File: config.mk
export PLATFORM = sky130hd
export DESIGN_NAME = decode_stage
export DESIGN_NICKNAME = d
export VERILOG_FILES = /design/src/rtl/cpu_pkg.sv /design/src/rtl/reg_scoreboard.sv /design/src/rtl/decode_stage.sv
export SDC_FILE = /design/constraint.sdc
export NUM_CORES = 1
export LEC_CHECK = 0
export ABC_AREA = 1
export CORE_ASPECT_RATIO = 1.5
export CORE_UTILIZATION = 45
export DETAILED_ROUTE_END_ITERATION = 7
export GPL_ROUTABILITY_DRIVEN = 0
export PLACE_DENSITY = 0.91
export SYNTH_ARGS = -nofsm -noshare
export SYNTH_HDL_FRONTEND = slang
export SYNTH_SLANG_ARGS = --single-unit
File: constraint.sdc
create_clock -name clk_i -period 3.3 [get_ports clk_i]
set_input_delay 0.33 -clock clk_i [delete_from_list [all_inputs] [get_ports clk_i]]
set_output_delay 0.33 -clock clk_i [all_outputs]
set_load 0.01 [all_outputs]
File: src/rtl/cpu_pkg.sv
// Shared decode/issue definitions: instruction classes, ALU opcodes, special registers.
// Used by decode_stage and reg_scoreboard (the latter only under DECODE_HAZARD_CHECK_EN).
package cpu_pkg;

    localparam int unsigned XLEN   = 32;
    localparam int unsigned NREGS  = 16;
    localparam int unsigned REG_AW = 4;

    typedef enum logic [1:0] {
        CLS_DP  = 2'b00,
        CLS_LS  = 2'b01,
        CLS_BR  = 2'b10,
        CLS_UND = 2'b11
    } cls_e;

    localparam logic [3:0] OP_ADD     = 4'b0100;
    localparam logic [3:0] OP_MOV     = 4'b1101;
    localparam logic [3:0] OP_MVN     = 4'b1111;
    localparam logic [1:0] OP_CMP_GRP = 2'b10;

    localparam logic [REG_AW-1:0] REG_PC = 4'd15;
    localparam logic [REG_AW-1:0] REG_LR = 4'd14;

    // One issued instruction as seen by the next stage
    typedef struct packed {
        logic              wr_en;
        logic [REG_AW-1:0] wr_addr;
        logic [REG_AW-1:0] r1_addr;
        logic [REG_AW-1:0] r2_addr;
        logic [XLEN-1:0]   imm;
        logic [3:0]        alu_op;
        cls_e              cls;
        logic [3:0]        cond;
    } dec_t;

    // Data-processing immediate: 8-bit value rotated right by twice the 4-bit rotate field
    function automatic logic [XLEN-1:0] rot_imm(input logic [7:0] imm8, input logic [3:0] rot);
        logic [XLEN-1:0] v;
        int unsigned     sh;
        v  = XLEN'(imm8);
        sh = 2 * int'(rot);
        return (v >> sh) | (v << (XLEN - sh));
    endfunction

endpackage

File: src/rtl/reg_scoreboard.sv
// Pending-write scoreboard: one bit per architectural register, r15 never tracked.
// Compiled only when DECODE_HAZARD_CHECK_EN is defined.
`ifdef DECODE_HAZARD_CHECK_EN
module reg_scoreboard
    import cpu_pkg::*;
(
    input  logic              i_clk,
    input  logic              i_rst,
    input  logic              i_set_en,
    input  logic [REG_AW-1:0] i_set_addr,
    input  logic              i_clr_en,
    input  logic [REG_AW-1:0] i_clr_addr,
    input  logic              i_sq_en,
    input  logic [REG_AW-1:0] i_sq_addr,
    input  logic [REG_AW-1:0] i_rd_a_addr,
    input  logic [REG_AW-1:0] i_rd_b_addr,
    output logic              o_rd_a_busy_c,
    output logic              o_rd_b_busy_c
);

    logic [NREGS-1:0] r_pend;
    logic [NREGS-1:0] w_pend_nxt;

    // Clears first so that a same-cycle set on the same bit wins
    always_comb begin
        w_pend_nxt = r_pend;
        if (i_clr_en) w_pend_nxt[i_clr_addr] = 1'b0;
        if (i_sq_en)  w_pend_nxt[i_sq_addr]  = 1'b0;
        if (i_set_en && (i_set_addr != REG_PC)) w_pend_nxt[i_set_addr] = 1'b1;
    end

    always_ff @(posedge i_clk or posedge i_rst) begin
        if (i_rst) r_pend <= '0;
        else       r_pend <= w_pend_nxt;
    end

    assign o_rd_a_busy_c = r_pend[i_rd_a_addr];
    assign o_rd_b_busy_c = r_pend[i_rd_b_addr];

endmodule
`endif

File: src/rtl/decode_stage.sv
// Decode/issue stage: splits an instruction into register-file addresses and control, registers it.
// RAW hazard stalls against a pending-write scoreboard exist only with DECODE_HAZARD_CHECK_EN.
module decode_stage
    import cpu_pkg::*;
(
    input  logic              clk_i,
    input  logic              reset_i,
    input  logic [XLEN-1:0]   instr_i,
    input  logic              instr_valid_i,
    input  logic [XLEN-1:0]   pc_i,
    input  logic              stall_i,
    input  logic              flush_i,
    input  logic              wb_en_i,
    input  logic [REG_AW-1:0] wb_addr_i,
    output logic              stall_o,
    output logic              valid_o,
    output logic [REG_AW-1:0] r1_addr_o,
    output logic [REG_AW-1:0] r2_addr_o,
    output logic              wr_en_o,
    output logic [REG_AW-1:0] wr_addr_o,
    output logic [XLEN-1:0]   imm_o,
    output logic [3:0]        alu_op_o,
    output logic [1:0]        cls_o,
    output logic [3:0]        cond_o,
    output logic [XLEN-1:0]   pc_o
);

    dec_t            w_dec;
    logic            w_r1_need;
    logic            w_r2_need;
    logic            w_hazard;
    logic            w_accept;
    dec_t            r_dec;
    logic            r_valid;
    logic [XLEN-1:0] r_pc;

    // Per-class field decode; unused read ports are forced to r0
    always_comb begin
        w_dec      = '0;
        w_r1_need  = 1'b0;
        w_r2_need  = 1'b0;
        w_dec.cond = instr_i[31:28];
        w_dec.cls  = cls_e'(instr_i[27:26]);
        case (w_dec.cls)
            CLS_DP: begin
                w_dec.alu_op  = instr_i[24:21];
                w_r1_need     = (instr_i[24:21] != OP_MOV) && (instr_i[24:21] != OP_MVN);
                w_r2_need     = !instr_i[25];
                w_dec.wr_en   = (instr_i[24:23] != OP_CMP_GRP);
                w_dec.wr_addr = instr_i[15:12];
                if (instr_i[25]) w_dec.imm = rot_imm(instr_i[7:0], instr_i[11:8]);
            end
            CLS_LS: begin
                w_dec.alu_op  = OP_ADD;
                w_r1_need     = 1'b1;
                w_r2_need     = !instr_i[20];
                w_dec.wr_en   = instr_i[20];
                w_dec.wr_addr = instr_i[15:12];
                w_dec.imm     = XLEN'(instr_i[11:0]);
            end
            CLS_BR: begin
                w_dec.alu_op  = OP_ADD;
                w_dec.wr_en   = instr_i[24];
                w_dec.wr_addr = REG_LR;
                w_dec.imm     = {{6{instr_i[23]}}, instr_i[23:0], 2'b00};
            end
            CLS_UND: ;
        endcase
        w_dec.r1_addr = w_r1_need ? instr_i[19:16] : '0;
        w_dec.r2_addr = !w_r2_need ? '0 :
                        ((w_dec.cls == CLS_LS) ? instr_i[15:12] : instr_i[3:0]);
    end

`ifdef DECODE_HAZARD_CHECK_EN
    logic w_r1_busy;
    logic w_r2_busy;

    reg_scoreboard u_sb (
        .i_clk         (clk_i),
        .i_rst         (reset_i),
        .i_set_en      (w_accept & w_dec.wr_en),
        .i_set_addr    (w_dec.wr_addr),
        .i_clr_en      (wb_en_i),
        .i_clr_addr    (wb_addr_i),
        .i_sq_en       (flush_i & r_valid & r_dec.wr_en),
        .i_sq_addr     (r_dec.wr_addr),
        .i_rd_a_addr   (w_dec.r1_addr),
        .i_rd_b_addr   (w_dec.r2_addr),
        .o_rd_a_busy_c (w_r1_busy),
        .o_rd_b_busy_c (w_r2_busy)
    );

    // Registered scoreboard only: a same-cycle retire of a source still stalls
    assign w_hazard = (w_r1_need & w_r1_busy & (w_dec.r1_addr != REG_PC)) |
                      (w_r2_need & w_r2_busy & (w_dec.r2_addr != REG_PC));
`else
    logic w_unused_wb;
    assign w_unused_wb = ^{wb_en_i, wb_addr_i};
    assign w_hazard    = 1'b0;
`endif

    assign w_accept = instr_valid_i & ~w_hazard & ~stall_i & ~flush_i;
    assign stall_o  = instr_valid_i & ~w_accept;

    // Output register: flush > downstream stall (hold) > issue > bubble
    always_ff @(posedge clk_i or posedge reset_i) begin
        if (reset_i) begin
            r_valid <= 1'b0;
            r_dec   <= '0;
            r_pc    <= '0;
        end else if (flush_i) begin
            r_valid <= 1'b0;
        end else if (!stall_i) begin
            if (w_accept) begin
                r_valid <= 1'b1;
                r_dec   <= w_dec;
                r_pc    <= pc_i;
            end else begin
                r_valid <= 1'b0;
            end
        end
    end

    assign valid_o   = r_valid;
    assign wr_en_o   = r_dec.wr_en;
    assign wr_addr_o = r_dec.wr_addr;
    assign r1_addr_o = r_dec.r1_addr;
    assign r2_addr_o = r_dec.r2_addr;
    assign imm_o     = r_dec.imm;
    assign alu_op_o  = r_dec.alu_op;
    assign cls_o     = r_dec.cls;
    assign cond_o    = r_dec.cond;
    assign pc_o      = r_pc;

endmodule

==> results.yml <==
clock_network:
  cts_buffer_depth: 2
  clockRootBuffer: "clkbuf_16"
  hold_buffers: 0
  clk_pin_slew_ns: 0.07
  clock-sinks: 88
  post_cts.repair.setup_buffers: 0
  insertion_delay_ns: 0.34
  tritoncts: "built"
  cts_buffers: 9
  h-tree-depth: 3
  cts_resized: 0
synthesis:
  syn_nets: 678
  ys.flop_type: "dfrtp_1"
  synth_seq_cells: 88
  yosysWarnings: 0
  synthAdderAreaFrac_pct: 1.41
  synth_top_family_by_area: "simple AND/OR/NAND/NOR gates"
  synth-xor-area-share_pct: 0.365
  yosysUniqueCellTypes: 31
  synth_edf_count: 0
  synthArstFlopShare_pct: 100
  syn-instance-count: 599
  synth.cell_area_um2: 4450
  ys_seq_area_share_pct: 49.5
  synthMuxAreaShare_pct: 0
  avgSynthCellArea_um2: 7.43
  synth-simple-area-share_pct: 31.8
  synth_compound_area_share_pct: 10.6
finish:
  final_cell_mix: "nand2_1 (281), clkdlybuf4s50_1 (157), dfrtp_1 (88)"
  syn_to_final_growth_pct: 44.0
  fin_nets: 826
  final_area_um2: 6410
  drive_above_1_share_pct: 4.79
  utilization_pct: 66.5
  final_common_cell: "nand2_1"
  n_antenna_cell: 0
grt:
  antenna_found_initial: 0
  grt_pass1_wl_um: 21900
  grt_pass1_vias: 4602
  gr-usage-all-layers_pct: 27.0
  grt_max_degree: 89
  grt_overflow: 0
setup_path:
  startpoint_type: "input port"
  critical_path_class: "in2reg"
  worstPathMaxFanout: 43
  r2r_slack_ns: 2.50
  critPathCaptureType: "register"
  worstPathRequired_ns: 3.50
  arrival_ns: 2.91
timing:
  hold_slack_ns: 0.393
  tightest_slew_ns: 1.20
  period_minus_slack_ns: 2.70
  grt_setup_unrepaired: "false"
  fin_ws_ns: 0.597
  skew_ns: 0
  setup_viol: 0
  relSlewSlack_pct: 19.8
  fmax_mhz: 370
  tns_ns: 0
  final-hold-violation-count: 0
  maxSlewViolCount: 0
  finalCritPeriodShare_pct: 81.9
run_status:
  run_status: "completed"
power:
  ir_worst_vdd_mv: 0.407
  powerDensity_nw_per_um2: 499
  p_leak_nw: 3.14
routing:
  route.detailed.drc: 0
  drt_iter0_drc: 616
  vias_per_cell: 5.61
  wl_per_cell_um: 16.6
  ant_nets: 0
  dr.pass1.iters: 5
  routed_wl_um: 14400
  vias: 4863
placement:
  io_buffer_count: 157
  place_area_um2: 6100
  hpwl_um: 10600
  detailedPlace.worstSlack_ns: 0.246
die:
  ioPinCount: 163
  fp.dieH_um: 124
  die_w_um: 83.2
  die_area_um2: 10300
  core-area_um2: 9630
  num_rows: 44
  initial_utilization_pct: 46.2
flow_run:
  drv_cap: 0
hold_path:
  min_path_type: "in2async"
synthesized netlist by cell type, types with 3 or more instances:
master	count	area share [%]
a21oi_1	17	1.9
a22oi_1	7	1.2
buf_2	3	0.34
buf_6	3	0.76
clkbuf_1	18	1.5
dfrtp_1	88	49
ha_1	5	1.4
inv_1	32	2.7
inv_2	4	0.34
nand2_1	282	24
nand3_1	42	4.7
nor2_1	27	2.3
o211ai_1	4	0.67
o21ai_0	38	4.3
o21ai_1	3	0.34
o22ai_1	8	1.1
layout make-up:
class                           instances  area (um2)
Clock inverter                          7        87.6
Sequential cell                        88        2200
Multi-Input combinational cell        446        1970
Clock buffer                            9         225
Fill cell                             726        3220
Tap cell                              115         144
Inverter                               39         153
Timing Repair Buffer                  163        1630
metal layers:
metal / vias up / global-route usage [%] / part of all wire, %
met2: 330 / 46.3 / 49
met3: 94 / 5.04 / 7.4
met5: - / 0 / 0
met1: 2227 / 30.4 / 36
li1: 2212 / - / -
met4: 0 / 19.3 / 7.2
cell families (layout without fill, tap and decap cells):
family | after synthesis | in the layout
buffers and inverters | 65 | 218
XOR/XNOR | 1 | 1
flip-flops | 88 | 88
adder cells (fa/ha/maj) | 5 | 5
AND/OR/NAND/NOR | 357 | 357
AO/OA/AOI/OAI | 83 | 83
registers in the layout, summed over array words and instances (netlist names):
name	flops
wr_addr_o	4
imm_o	32
r1_addr_o	4
r2_addr_o	4
cond_o	4
alu_op_o	4
cls_o	2
wr_en_o	1
valid_o	1
pc_o	32
report_power, final:
group          leakage, nW  internal (mW)  switching [mW]  total (mW)
Combinational         1.84          0.420           0.408       0.827
Clock                0.148          0.605           0.467        1.07
Sequential            1.14           1.22          0.0802        1.30
critical path, stage by stage:
cell,delay (ns)
clkdlybuf4s50_1,0.49
nor2_1,0.09
nand2_2,0.36
clkinv_1,1.07
nand3_1,0.44
nand3_1,0.12
per-stage QoR:
stage / power, mW / cells
after floorplan: 1.65 / 599
after global placement: 2.11 / 851
after detailed placement: 2.13 / 851
after CTS: 3.20 / 867
after global routing: 3.33 / 867
final: 3.20 / 867
worst paths after layout:
check | to | cells past startpoint | from
max reg2reg | imm_o[24] | 2 | imm_o[24]
min in group clk_i | pc_o[17] | 2 | pc_o[17]
min reg2reg | pc_o[17] | 2 | pc_o[17]
min | pc_o[10] | 3 | reset_i
max in group asynchronous | imm_o[23] | 3 | reset_i
max | wr_addr_o[1] | 6 | flush_i
Note: power is estimated with default switching activity, not from simulation.
==> RTL edit (config.mk and constraints unchanged) <==
Build with the macro `DECODE_HAZARD_CHECK_EN` defined.
--- a/src/rtl/reg_scoreboard.sv
+++ b/src/rtl/reg_scoreboard.sv
@@ -1,5 +1,7 @@
 // Pending-write scoreboard: one bit per architectural register, r15 never tracked.
 // Compiled only when DECODE_HAZARD_CHECK_EN is defined.
+`define DECODE_HAZARD_CHECK_EN
+
 `ifdef DECODE_HAZARD_CHECK_EN
 module reg_scoreboard
     import cpu_pkg::*;
Behaviour: not the same (Yosys sat finds a counterexample within 4 cycles, from zero or initial values and one cycle with reset_i high).
==> RTL edit against the original RTL <==
  * Wire length is 31% higher
  * Area after synthesis increased by 34%
  * Fmax fell by 14%
  * Count of clock-buffer cells in the layout did not move
  * Critical path depth rose by 9
  * Sequential cell count increased by 16
  * Worst setup slack worse by 0.44 ns
  * Via count rose by 34%
  * Cell area is 27% higher
  * Total power is 19% higher
  * Cell count grew 36%
  * Critical endpoint is now stall_o
==> RTL edit: results (changes against the original RTL) <==
| Metric | Value |
|---|---|
| Critical Path AT | `2.82 ns (-0.09 ns)` |
| Routed wl met2 | `8840 um (+25%)` |
| CP Capture Point | `stall_o` |
| Critical path's slowest cell | `clkdlybuf4s50_1` |
| Synth cell types | `35 (+13%)` |
| Post-Place Cell Area | `7810 um^2 (+28%)` |
| # resized after CTS | `1 (+1)` |
| Final Instance Count excl. Fillers | `1180 (+36%)` |
| Port bufs | `162 (+3.2%)` |
| Part of the Yosys area used for sequential elements | `43.5% (-6.0 points)` |
| Compound-Gate Fraction of Synth Area | `12.2% (+1.6 points)` |
| Crit path launch | `instr_i[27]` |
| Crit-path max cell delay | `0.55 ns (-0.52 ns)` |
| Hold Worst Slack | `0.448 ns (+0.0553 ns)` |
| Pleak | `3.94 nW (+26%)` |
| Area contributors post-synth | `dfrtp_1, nand2_1, nor2_1` |
| R2R depth | `14 (+12)` |
| Run status | `finished clean` |
| First-pass GRT wire length | `29200 um (+33%)` |
| Worst slew pin tran | `0.705 ns (-0.491 ns)` |
| Max Clock Skew | `0.00692 ns (+0.00692 ns)` |
| Largest net degree at the start of global routing | `90 (+1.1%)` |
| FF-to-FF End | `r1_addr_o[3]` |
| Share of layout cells above drive strength 1 | `6.47% (+1.7 points)` |
| Xor-xnor portion of the synthesized cell area | `0.146% (-0.22 points)` |
| Global Route Usage Sum | `27.8% (+0.85 points)` |
| Metal3 WL | `1840 um (+74%)` |
| Fill cells | `1082 (+49%)` |
## RTL edit: changes by cell type after synthesis, moves of 13 or more
cell	change
a21oi_1	+14
buf_2	+13
dfrtp_1	+16
inv_1	+37
nand2_1	+61
nand4_1	+15
nor2_1	+47
o21ai_1	+15
## RTL edit: power by group
| part | switching (W) | internal [W] | leakage, nW | total [W] |
|---|---|---|---|---|
| registers | 0.000122 | 0.00146 | 1.37 | 0.00158 |
| clock network | 0.000494 | 0.000589 | 0.138 | 0.00108 |
| logic | 0.000584 | 0.000554 | 2.44 | 0.00114 |
| total | 0.00120 | 0.00260 | 3.94 | 0.00380 |
## RTL edit: area by class of cell
cell class / instances / share of cell area (%)
clock buffer: 9 / 2.76
sequential: 104 / 31.9
inverter: 77 / 3.63
tap: 159 / 2.44
antenna: 1 / 0.0307
clock inverter: 6 / 0.828
multi-input combinational: 640 / 36.0
timing repair buffer: 184 / 22.4
## RTL edit: cell families (layout without fill, tap and decap cells)
logic type	Yosys count	after routing
compound gates	125	125
flops	104	104
buf+inv	113	276
other cells	0	1
simple gates	509	509
fa+ha+maj	5	5
xor+xnor	1	1
## RTL edit: worst register-to-register path: cells and delay by family, from the launching register on
kind | cells | cell delay [ns]
compound gates | 1 | 0.06
buf+inv | 4 | 0.69
simple gates | 9 | 0.79
flops | 1 | 0.44
## RTL edit: routing by layer
layer / GRT usage, % / vias to the layer above
met1: 31.7 / 2899
met4: 18.8 / 0
li1: - / 3081
met2: 46.0 / 448
met3: 5.80 / 102
met5: 0 / -
## RTL edit: through the flow
| stage | utilization [%] | TNS, ns |
|---|---|---|
| final | 63.0 | 0 |
| after global routing | 63.0 | -0.0126 |
| after CTS | 62.6 | 0 |
| after global placement | 60.3 | -0.0187 |
| after floorplan | - | 0 |
| after detailed placement | 60.3 | -3.68 |
